$ cat src/rtl/tempsense_pkg.sv
`default_nettype none
// +----------------------------------------------------------------------------+
// | Module  : tempsense_pkg                                                    |
// | Brief   : Shared state encoding, mode codes and DAC range helpers for the  |
// |           tempsense measurement controller.                                |
// | Rev     : 1.0  initial release                                             |
// +----------------------------------------------------------------------------+
package tempsense_pkg;

  typedef enum logic [2:0] {
    ST_IDLE       = 3'd0,
    ST_PRECHARGE  = 3'd1,
    ST_TRANSITION = 3'd2,
    ST_MEASURE    = 3'd3,
    ST_EVALUATE   = 3'd4,
    ST_ACCUM      = 3'd5,
    ST_DONE       = 3'd6
  } state_t;

  localparam logic MODE_SWEEP = 1'b0;
  localparam logic MODE_SAR   = 1'b1;

  localparam int VMIN = 0;

  function automatic int vmax(input int n_vdac);
    return (1 << n_vdac) - 1;
  endfunction

endpackage
`default_nettype wire

$ cat src/rtl/tempsense_meas_ctrl_if.sv
`default_nettype none
// +----------------------------------------------------------------------------+
// | Module  : tempsense_meas_ctrl_if                                           |
// | Brief   : Control/sensor bundle between the measurement controller        |
// |           (master) and its environment (slave).                            |
// | Rev     : 1.0  initial release                                             |
// +----------------------------------------------------------------------------+
interface tempsense_meas_ctrl_if #(
  parameter int N_VDAC = 6
);
  logic              i_start;
  logic              i_continuous;
  logic              i_mode;
  logic              i_tempdelay;
  logic [N_VDAC-1:0] o_dac_data;
  logic              o_dac_en;
  logic              o_precharge_n;
  logic [N_VDAC-1:0] o_result;
  logic              o_valid;
  logic              o_busy;
  logic              o_sat_lo;
  logic              o_sat_hi;

  modport master (
    input  i_start, i_continuous, i_mode, i_tempdelay,
    output o_dac_data, o_dac_en, o_precharge_n, o_result, o_valid, o_busy,
           o_sat_lo, o_sat_hi
  );

  modport slave (
    output i_start, i_continuous, i_mode, i_tempdelay,
    input  o_dac_data, o_dac_en, o_precharge_n, o_result, o_valid, o_busy,
           o_sat_lo, o_sat_hi
  );
endinterface
`default_nettype wire

$ cat src/rtl/tempsense_sync.sv
`default_nettype none
// +----------------------------------------------------------------------------+
// | Module  : tempsense_sync                                                   |
// | Brief   : Flop chain bringing the asynchronous sensor delay output into    |
// |           the clk domain.                                                  |
// | Rev     : 1.0  initial release                                             |
// +----------------------------------------------------------------------------+
module tempsense_sync #(
  parameter int SYNC_STAGES = 2
) (
  input  logic clk,
  input  logic reset,
  input  logic i_d,
  output logic o_q
);
  logic [SYNC_STAGES-1:0] r_chain;

  generate
    if (SYNC_STAGES == 1) begin : g_single
      always_ff @(posedge clk) begin
        if (reset) r_chain[0] <= 1'b0;
        else       r_chain[0] <= i_d;
      end
    end else begin : g_chain
      always_ff @(posedge clk) begin
        if (reset) r_chain <= '0;
        else       r_chain <= {r_chain[SYNC_STAGES-2:0], i_d};
      end
    end
  endgenerate

  assign o_q = r_chain[SYNC_STAGES-1];
endmodule
`default_nettype wire

$ cat src/rtl/tempsense_meas_ctrl.sv
`default_nettype none
// +----------------------------------------------------------------------------+
// | Module  : tempsense_meas_ctrl                                              |
// | Brief   : Sweep/SAR measurement sequencer for the delay-line temperature   |
// |           sensor with optional power-of-two sample averaging.              |
// | Rev     : 1.0  initial release                                             |
// +----------------------------------------------------------------------------+
module tempsense_meas_ctrl
  import tempsense_pkg::*;
#(
  parameter int N_VDAC      = 6,
  parameter int AVG_LOG2    = 0,
  parameter int PRE_CYCLES  = 1,
  parameter int MEAS_CYCLES = 1,
  parameter int SYNC_STAGES = 2
) (
  input  logic                  clk,
  input  logic                  reset,
  tempsense_meas_ctrl_if.master bus
);
  localparam int c_cnt_pm  = (PRE_CYCLES > MEAS_CYCLES) ? PRE_CYCLES : MEAS_CYCLES;
  localparam int c_cnt_max = (c_cnt_pm > SYNC_STAGES) ? c_cnt_pm : SYNC_STAGES;
  localparam int c_cnt_w   = $clog2(c_cnt_max + 1);
  localparam int c_acc_w   = N_VDAC + AVG_LOG2;
  localparam int c_samp_w  = AVG_LOG2 + 1;

  localparam logic [c_cnt_w-1:0]  c_pre_last  = c_cnt_w'(PRE_CYCLES - 1);
  localparam logic [c_cnt_w-1:0]  c_meas_last = c_cnt_w'(MEAS_CYCLES - 1);
  localparam logic [c_cnt_w-1:0]  c_sync_last = c_cnt_w'(SYNC_STAGES - 1);
  localparam logic [c_cnt_w-1:0]  c_cnt_one   = c_cnt_w'(1);
  localparam logic [c_samp_w-1:0] c_samp_last = c_samp_w'((1 << AVG_LOG2) - 1);
  localparam logic [c_samp_w-1:0] c_samp_one  = c_samp_w'(1);
  localparam logic [N_VDAC-1:0]   c_vmax      = N_VDAC'(vmax(N_VDAC));
  localparam logic [N_VDAC-1:0]   c_vmin      = N_VDAC'(VMIN);
  localparam logic [N_VDAC-1:0]   c_msb       = c_vmax ^ (c_vmax >> 1);
  localparam logic [N_VDAC-1:0]   c_code_one  = N_VDAC'(1);

  state_t               r_state;
  logic                 r_mode;
  logic [N_VDAC-1:0]    r_trial;
  logic [N_VDAC-1:0]    r_keep;
  logic [N_VDAC-1:0]    r_bit;
  logic [c_cnt_w-1:0]   r_cnt;
  logic [c_samp_w-1:0]  r_samp;
  logic [c_acc_w-1:0]   r_acc;
  logic                 r_sat_lo;
  logic                 r_sat_hi;

  logic                 w_sync;
  logic                 w_pass;
  logic [N_VDAC-1:0]    w_keep_next;
  logic [N_VDAC-1:0]    w_next_trial;
  logic                 w_last_trial;
  logic [c_acc_w-1:0]   w_acc_sum;
  logic                 w_sat_lo;
  logic                 w_sat_hi;

  tempsense_sync #(.SYNC_STAGES(SYNC_STAGES)) u_sync (
    .clk   (clk),
    .reset (reset),
    .i_d   (bus.i_tempdelay),
    .o_q   (w_sync)
  );

  function automatic logic [N_VDAC-1:0] first_trial(input logic mode);
    return (mode == MODE_SAR) ? c_msb : c_vmin;
  endfunction

  // r_keep holds the best passing code so far in both modes: for an
  // ascending sweep the last pass is the highest, for SAR it is the kept bits.
  always_comb begin
    w_pass      = ~w_sync;
    w_keep_next = w_pass ? r_trial : r_keep;
    if (r_mode == MODE_SAR) begin
      w_last_trial = r_bit[0];
      w_next_trial = w_keep_next | (r_bit >> 1);
    end else begin
      w_last_trial = (r_trial == c_vmax);
      w_next_trial = r_trial + c_code_one;
    end
    w_acc_sum = r_acc + c_acc_w'(r_keep);
    w_sat_lo  = r_sat_lo | (r_keep == c_vmin);
    w_sat_hi  = r_sat_hi | (r_keep == c_vmax);
  end

  always_ff @(posedge clk) begin
    if (reset) begin
      r_state           <= ST_IDLE;
      r_mode            <= MODE_SWEEP;
      r_trial           <= '0;
      r_keep            <= '0;
      r_bit             <= '0;
      r_cnt             <= '0;
      r_samp            <= '0;
      r_acc             <= '0;
      r_sat_lo          <= 1'b0;
      r_sat_hi          <= 1'b0;
      bus.o_dac_data    <= c_vmax;
      bus.o_dac_en      <= 1'b0;
      bus.o_precharge_n <= 1'b0;
      bus.o_result      <= '0;
      bus.o_valid       <= 1'b0;
      bus.o_busy        <= 1'b0;
      bus.o_sat_lo      <= 1'b0;
      bus.o_sat_hi      <= 1'b0;
    end else begin
      bus.o_valid <= 1'b0;
      case (r_state)
        ST_IDLE: begin
          if (bus.i_start) begin
            r_mode            <= bus.i_mode;
            r_trial           <= first_trial(bus.i_mode);
            r_bit             <= c_msb;
            r_keep            <= '0;
            r_samp            <= '0;
            r_cnt             <= '0;
            r_state           <= ST_PRECHARGE;
            bus.o_dac_data    <= c_vmax;
            bus.o_dac_en      <= 1'b1;
            bus.o_precharge_n <= 1'b0;
            bus.o_busy        <= 1'b1;
          end
        end
        ST_PRECHARGE: begin
          if (r_cnt == c_pre_last) begin
            r_cnt             <= '0;
            r_state           <= ST_TRANSITION;
            bus.o_dac_data    <= c_vmin;
            bus.o_precharge_n <= 1'b1;
          end else begin
            r_cnt <= r_cnt + c_cnt_one;
          end
        end
        ST_TRANSITION: begin
          r_cnt          <= '0;
          r_state        <= ST_MEASURE;
          bus.o_dac_data <= r_trial;
        end
        ST_MEASURE: begin
          if (r_cnt == c_meas_last) begin
            r_cnt   <= '0;
            r_state <= ST_EVALUATE;
          end else begin
            r_cnt <= r_cnt + c_cnt_one;
          end
        end
        ST_EVALUATE: begin
          if (r_cnt == c_sync_last) begin
            r_cnt             <= '0;
            r_keep            <= w_keep_next;
            bus.o_dac_data    <= c_vmax;
            bus.o_precharge_n <= 1'b0;
            if (w_last_trial) begin
              r_state <= ST_ACCUM;
            end else begin
              r_trial <= w_next_trial;
              r_bit   <= r_bit >> 1;
              r_state <= ST_PRECHARGE;
            end
          end else begin
            r_cnt <= r_cnt + c_cnt_one;
          end
        end
        ST_ACCUM: begin
          r_acc    <= w_acc_sum;
          r_sat_lo <= w_sat_lo;
          r_sat_hi <= w_sat_hi;
          if (r_samp == c_samp_last) begin
            r_state      <= ST_DONE;
            bus.o_result <= N_VDAC'(w_acc_sum >> AVG_LOG2);
            bus.o_valid  <= 1'b1;
            bus.o_sat_lo <= w_sat_lo;
            bus.o_sat_hi <= w_sat_hi;
          end else begin
            r_samp  <= r_samp + c_samp_one;
            r_trial <= first_trial(r_mode);
            r_bit   <= c_msb;
            r_keep  <= '0;
            r_state <= ST_PRECHARGE;
          end
        end
        ST_DONE: begin
          r_acc    <= '0;
          r_sat_lo <= 1'b0;
          r_sat_hi <= 1'b0;
          r_samp   <= '0;
          r_keep   <= '0;
          if (bus.i_continuous) begin
            r_mode  <= bus.i_mode;
            r_trial <= first_trial(bus.i_mode);
            r_bit   <= c_msb;
            r_state <= ST_PRECHARGE;
          end else begin
            r_state      <= ST_IDLE;
            bus.o_dac_en <= 1'b0;
            bus.o_busy   <= 1'b0;
          end
        end
        default: r_state <= ST_IDLE;
      endcase
    end
  end
endmodule
`default_nettype wire
$ cat src/flat_wrapper.sv
// flat-port wrapper written by rule: the top's interface ports become plain ports
module tempsense_meas_ctrl_flat import tempsense_pkg::*;
#(
  parameter int N_VDAC      = 6,
  parameter int AVG_LOG2    = 0,
  parameter int PRE_CYCLES  = 1,
  parameter int MEAS_CYCLES = 1,
  parameter int SYNC_STAGES = 2
)
  (clk, reset, bus_i_start, bus_i_continuous, bus_i_mode, bus_i_tempdelay, bus_o_dac_data, bus_o_dac_en, bus_o_precharge_n, bus_o_result, bus_o_valid, bus_o_busy, bus_o_sat_lo, bus_o_sat_hi);
  tempsense_meas_ctrl_if #(.N_VDAC(N_VDAC)) bus_i ();
  input  logic clk;
  input  logic reset;
  input wire logic [$bits(bus_i.i_start)-1:0] bus_i_start;
  input wire logic [$bits(bus_i.i_continuous)-1:0] bus_i_continuous;
  input wire logic [$bits(bus_i.i_mode)-1:0] bus_i_mode;
  input wire logic [$bits(bus_i.i_tempdelay)-1:0] bus_i_tempdelay;
  output wire logic [$bits(bus_i.o_dac_data)-1:0] bus_o_dac_data;
  output wire logic [$bits(bus_i.o_dac_en)-1:0] bus_o_dac_en;
  output wire logic [$bits(bus_i.o_precharge_n)-1:0] bus_o_precharge_n;
  output wire logic [$bits(bus_i.o_result)-1:0] bus_o_result;
  output wire logic [$bits(bus_i.o_valid)-1:0] bus_o_valid;
  output wire logic [$bits(bus_i.o_busy)-1:0] bus_o_busy;
  output wire logic [$bits(bus_i.o_sat_lo)-1:0] bus_o_sat_lo;
  output wire logic [$bits(bus_i.o_sat_hi)-1:0] bus_o_sat_hi;
  assign bus_i.i_start = bus_i_start;
  assign bus_i.i_continuous = bus_i_continuous;
  assign bus_i.i_mode = bus_i_mode;
  assign bus_i.i_tempdelay = bus_i_tempdelay;
  assign bus_o_dac_data = bus_i.o_dac_data;
  assign bus_o_dac_en = bus_i.o_dac_en;
  assign bus_o_precharge_n = bus_i.o_precharge_n;
  assign bus_o_result = bus_i.o_result;
  assign bus_o_valid = bus_i.o_valid;
  assign bus_o_busy = bus_i.o_busy;
  assign bus_o_sat_lo = bus_i.o_sat_lo;
  assign bus_o_sat_hi = bus_i.o_sat_hi;
  tempsense_meas_ctrl #(.N_VDAC(N_VDAC), .AVG_LOG2(AVG_LOG2), .PRE_CYCLES(PRE_CYCLES), .MEAS_CYCLES(MEAS_CYCLES), .SYNC_STAGES(SYNC_STAGES)) u_core (.clk(clk), .reset(reset), .bus(bus_i));
endmodule
$ cat config.mk
export PLATFORM = sky130hd
export DESIGN_NAME = tempsense_meas_ctrl_flat
export DESIGN_NICKNAME = d
export VERILOG_FILES = /design/src/rtl/tempsense_pkg.sv /design/src/rtl/tempsense_meas_ctrl_if.sv /design/src/rtl/tempsense_sync.sv /design/src/rtl/tempsense_meas_ctrl.sv /design/src/flat_wrapper.sv
export SDC_FILE = /design/constraint.sdc
export NUM_CORES = 1
export LEC_CHECK = 0
export CAP_MARGIN = 20
export CORE_MARGIN = 2
export CORE_UTILIZATION = 40
export CTS_CLUSTER_DIAMETER = 50
export CTS_CLUSTER_SIZE = 16
export DETAILED_ROUTE_END_ITERATION = 7
export SLEW_MARGIN = 10
export SYNTH_ARGS = -nofsm -noshare
export SYNTH_HDL_FRONTEND = slang
export SYNTH_SLANG_ARGS = --single-unit
$ cat constraint.sdc
create_clock -name clk -period 1.8 [get_ports clk]
set_input_delay 0.18 -clock clk [delete_from_list [all_inputs] [get_ports clk]]
set_output_delay 0.18 -clock clk [all_outputs]
set_load 0.02 [all_outputs]
Yosys cells after proc, flatten, opt, wreduce, memory -nomap -nowiden:

Cells that the tools add are included.

* register bits: 52
* word-level logic and storage cells: 119

* add/subtract/negate cells: 4
* eq/ne operators: 17
* mux-type cells: 53
* bitwise gates (word level): 5
* reductions and logical operators: 22

Operator list (count)
* 6-bit 2-to-1 mux: 20
* 6-bit one-hot mux with 4 select lines: 4
* 3-bit one-hot mux with 7 select lines: 1
* 3-bit 2-to-1 mux: 6
* 4-bit AND reduction: 4
* 6-bit equality test, second input constant: 2
* 6-bit one-hot mux with 2 select lines: 1
* 4-bit nonzero test: 3
* 1-bit 2-to-1 mux: 11
* 3-bit equality test, second input constant: 3
* 2-bit by 1-bit != test with 1-bit output, second input constant: 4
* 2-bit != test, second input constant: 4
* 1-bit one-hot mux with 2 select lines: 4
* 2-bit one-hot mux with 4 select lines: 1
* 6-bit by 1-bit adder with 6-bit output, second input constant: 1
* 6-bit adder: 1
* 3-bit by 2-bit equality test with 1-bit output, second input constant: 2
* 6-bit logical NOT: 1
* 2-bit 2-to-1 mux: 3
* 6-bit by 5-bit OR with 6-bit output: 1
* 1-bit one-hot mux with 3 select lines: 2
* 2-bit AND reduction: 3
* 3-bit AND reduction: 2
* 6-bit AND reduction: 1
* other kinds (11): 16

Depth between registers and ports, before layout:

Gate-level depths: netlist (run 1).

* depth in word-level cells: 6
* depth in mapped cells: 9
* mapped depth without buffers: 7

Cells and area by module:

Synthesis (run 1) repeated with hierarchy kept, for this count alone.

* cells, all modules: 308
* area total of the unflattened synthesis: 2593.7 µm²

Modules (own cells, without submodules)
* tempsense_meas_ctrl: instances 1, cells each 304, area each 2541.2 µm²
* tempsense_sync: instances 1, cells each 4, area each 52.6 µm²

Least setup slack after synthesis (run 1):

No wires, ideal clock.

* path kind: flip-flop to flip-flop
* start point: register u_core.r_trial[0]
* end point: register u_core.r_bit[3]
* arrival time: 1.513 ns
* required time: 1.672 ns
* path slack: 0.160 ns
* cell stages (with the launch flop): 7
* path buffers: 0
* cells stage by stage: dfxtp_1 > ha_1 > and3_4 > a32o_2 > a21o_2 > a22oi_1 > nor2_1

* cells in the longest elaborated chain, start to end: 4

Ends and longest elaborated chain
* from (decl): line tempsense_meas_ctrl.sv:40 `logic [N_VDAC-1:0] r_trial;`
* from (signal assigned): line tempsense_meas_ctrl.sv:112 `r_trial <= first_trial(bus.i_mode);`
* from (signal assigned): line tempsense_meas_ctrl.sv:156 `r_trial <= w_next_trial;`
* from (signal assigned): line tempsense_meas_ctrl.sv:176 `r_trial <= first_trial(r_mode);`
* 6-bit equality test: line tempsense_meas_ctrl.sv:78 `w_last_trial = (r_trial == c_vmax);`
* 1-bit 2-to-1 mux: line tempsense_meas_ctrl.sv:74 `if (r_mode == MODE_SAR) begin`
* 2-bit != test (no line)
* 6-bit AND reduction (no line)
* to (signal assigned): line tempsense_meas_ctrl.sv:113 `r_bit <= c_msb;`
* to (signal assigned): line tempsense_meas_ctrl.sv:157 `r_bit <= r_bit >> 1;`
* to (signal assigned): line tempsense_meas_ctrl.sv:177 `r_bit <= c_msb;`
* to (decl): line tempsense_meas_ctrl.sv:42 `logic [N_VDAC-1:0] r_bit;`

No other way between the ends.
A chain may end at the register's enable or synchronous reset.

Final worst setup path (run 1):

* start point: register u_core.r_trial[0]
* end point: register u_core.r_bit[4]

Same word-level chain as after synthesis.

==> results.cfg, run 1 <==
[critical_path]
arrival_ns = 1.94
cp_top_family = compound AO/OA/AOI/OAI gates
crit_buf_inv = 0
cp-end-kind = flop
start_kind = flop
slowest_stage = a32o_2
critical_path_required_ns = 2.00
worstPathMaxFanout = 8
rrSetupSlack_ns = 0.05
critical_path.max_stage_delay_ns = 0.34
critical_path_class = reg -> reg
path_cells = ha_1 > and3_4 > a32o_2 > a21o_4 > a22oi_1 > nor2_1

[global_route]
grt_pass1_wl_um = 9960
grt_max_degree = 31
antenna_found_initial = 0
first_global_vias = 2115
grt_usage = 0.169
gr-total-overflow = 0

[floorplanning]
die_area_mm2 = 0.00728
num_rows = 29
die_width_um = 85.3
initial_core_util = 0.414
ios = 24
fp.coreArea_mm2 = 0.00639
die_h_um = 85.3

[timing]
fin_hold_ws_ns = 0.257
period_share = 0.970
skew_ns = 0.00648
slew_violations = 0
fin_crit_ns = 1.75
worst_slew_pin_slew_ns = 0.469
max-slew-margin-rel = 0.679
max_freq_ghz = 0.573
hold_viol = 0
setup_viol = 0

[yosys]
synth-xor-area-share = 0.0199
synth_fp_nets = 323
synth_edf_count = 0
synth_fa_ha_area_frac = 0.0549
synth_compound_area_frac = 0.242
synth_mux_area_frac = 0.0293
syn_inst = 306
synth_flop_cell = dfxtp_1
syn_area_mm2 = 0.00265
synthSimpleGateAreaFrac = 0.214
ys_types = 52
synthArstFlopShare = 0
yosysWarnings = 0
ys_ff_latch = 51
synth_area_per_cell_um2 = 8.64
synth_top_family_by_area = compound AO/OA/AOI/OAI gates
yosysSeqAreaShare = 0.386

[flow_run]
maxCapViolations = 0

[clock_network]
post_cts_buffers = 0
cts_buffers = 5
holdBufCountCts = 0
clock_latency_ns = 0.31
clkTransAtPathRegs_ns = 0.09
cts_resized = 0
cts_tree = built
clock_path_buffers = 2
htreeDepth = 2
cts.sink_count = 51
clock-root-buffer = clkbuf_8

[drt]
drtIter0Drc = 96
dr_wl_met2_um = 2560
wl_met3_um = 226
ant_nets = 0
top_layer = met4
routed_via_density = 5.33
wl_per_cell_um = 14.0
drc = 0
num_vias = 2228
drt-met1-wl_um = 2920
firstDrtPassIters = 4
wl_um = 5840

[outcome]
outcome = completed

[worst_hold_path]
hp-class = in -> reg

[power]
cellPowerDensity_mw_per_mm2 = 989
peakVddDrop_v = 0.000600
power_mw = 3.15
power_leakage_nw = 1.26

[placement]
io_buffer_count = 23
globalplace.congestion = 0.835
hpwl_um = 4240

[finish]
final_common_cell = dfxtp_1
drive_gt1_frac = 0.167
syn2layout_area_growth_pct = 20.3
final_cell_mix = 47 x dfxtp_1, 32 x nor2_1, 30 x nand2_1
fin_nets = 357
fillers = 634
antennaDiodeCount = 0
## flip-flops by register name (all words and copies together) (netlist names), 2 cells and up
| name | cells |
|---|---|
| u_core.r_bit | 6 |
| u_core.r_cnt | 2 |
| u_core.r_acc | 6 |
| u_core.r_keep | 6 |
| u_core.bus.o_result | 6 |
| u_core.u_sync.r_chain | 2 |
| u_core.r_state | 3 |
| u_core.bus.o_dac_data | 6 |
| u_core.r_trial | 6 |
## synth_stat cells (3+ instances only)
cell type	number	share of area
dfxtp_1	51	0.39
nor2_1	32	0.045
nand2_1	30	0.043
a21oi_1	29	0.055
a21o_1	11	0.031
a22oi_1	11	0.031
o21ai_0	11	0.021
clkbuf_1	10	0.014
ha_1	10	0.047
nand2b_1	10	0.024
nor2b_1	8	0.019
nor3_1	8	0.015
a211o_1	6	0.020
buf_2	6	0.011
a211oi_1	5	0.014
nand3_1	5	0.0095
buf_6	4	0.017
inv_1	4	0.0057
mux2i_1	4	0.015
a31oi_1	3	0.0071
nor3b_1	3	0.0085
xnor2_1	3	0.0099
xor2_1	3	0.0099
## where the power goes
group | switching [mW] | internal, mW
Combinational | 0.519 | 0.481
Sequential | 0.112 | 1.23
Clock | 0.389 | 0.414
Total | 1.02 | 2.13
## worst reg2reg max path, cell delays in order, from the launching register on
cell and delay [ns]:
dfxtp_1 0.33, ha_1 0.25, and3_4 0.21, a32o_2 0.34, a21o_4 0.26, a22oi_1 0.19, nor2_1 0.06
## layer usage
layer / up-vias / global-route usage
met1: 1014 / 0.234
met2: 40 / 0.256
li1: 1160 / -
met3: 14 / 0.0311
met5: - / 0
met4: 0 / 0.0722
## stage by stage
step                      setup slack [ns]  instances   util  TNS, ns  cell area (um^2)
after CTS                          0.00420        417  0.492        0              3140
after floorplan                      0.160        306      -        0              2650
after global placement              0.0507        409  0.474        0              3030
after detailed placement          0.000554        409  0.474        0              3030
final                               0.0535        418  0.498        0              3180
after global routing               -0.0104        418  0.498  -0.0207              3180
## cell families after synthesis
kind of cell,count (synthesis)
multiplexers,7
flip-flops,51
buffers and inverters,26
AND/OR/NAND/NOR,111
XOR/XNOR,6
adder cells (fa/ha/maj),11
AO/OA/AOI/OAI,94
## area by class of cell
class	count	area, um^2	share of cell area
Timing Repair Buffer	48	413	0.130
Clock buffer	5	68.8	0.0216
Sequential cell	51	1030	0.322
Tap cell	77	96.3	0.0303
Clock inverter	3	43.8	0.0138
Inverter	4	15.0	0.00472
Multi-Input combinational cell	230	1520	0.478
## worst paths after layout
path                                  from                       end  cells after the start
setup / recovery         u_core.r_trial[0]           u_core.r_bit[4]                      6
hold / removal                       reset           u_core.r_sat_hi                      2
setup reg to reg         u_core.r_trial[0]           u_core.r_bit[4]                      6
hold reg to reg   u_core.u_sync.r_chain[0]  u_core.u_sync.r_chain[1]                      1
(Power assumes the default switching activity.)
==> run 2: changes to the inputs <==
--- a/config.mk
+++ b/config.mk
@@ -11,7 +11,7 @@
 export CTS_CLUSTER_DIAMETER = 50
 export CTS_CLUSTER_SIZE = 16
 export DETAILED_ROUTE_END_ITERATION = 7
-export SLEW_MARGIN = 10
+export SLEW_MARGIN = 20
 export SYNTH_ARGS = -nofsm -noshare
 export SYNTH_HDL_FRONTEND = slang
 export SYNTH_SLANG_ARGS = --single-unit
==> results of run 2 <==
No change in the layout: final DEF, timing and power equal those of run 1.
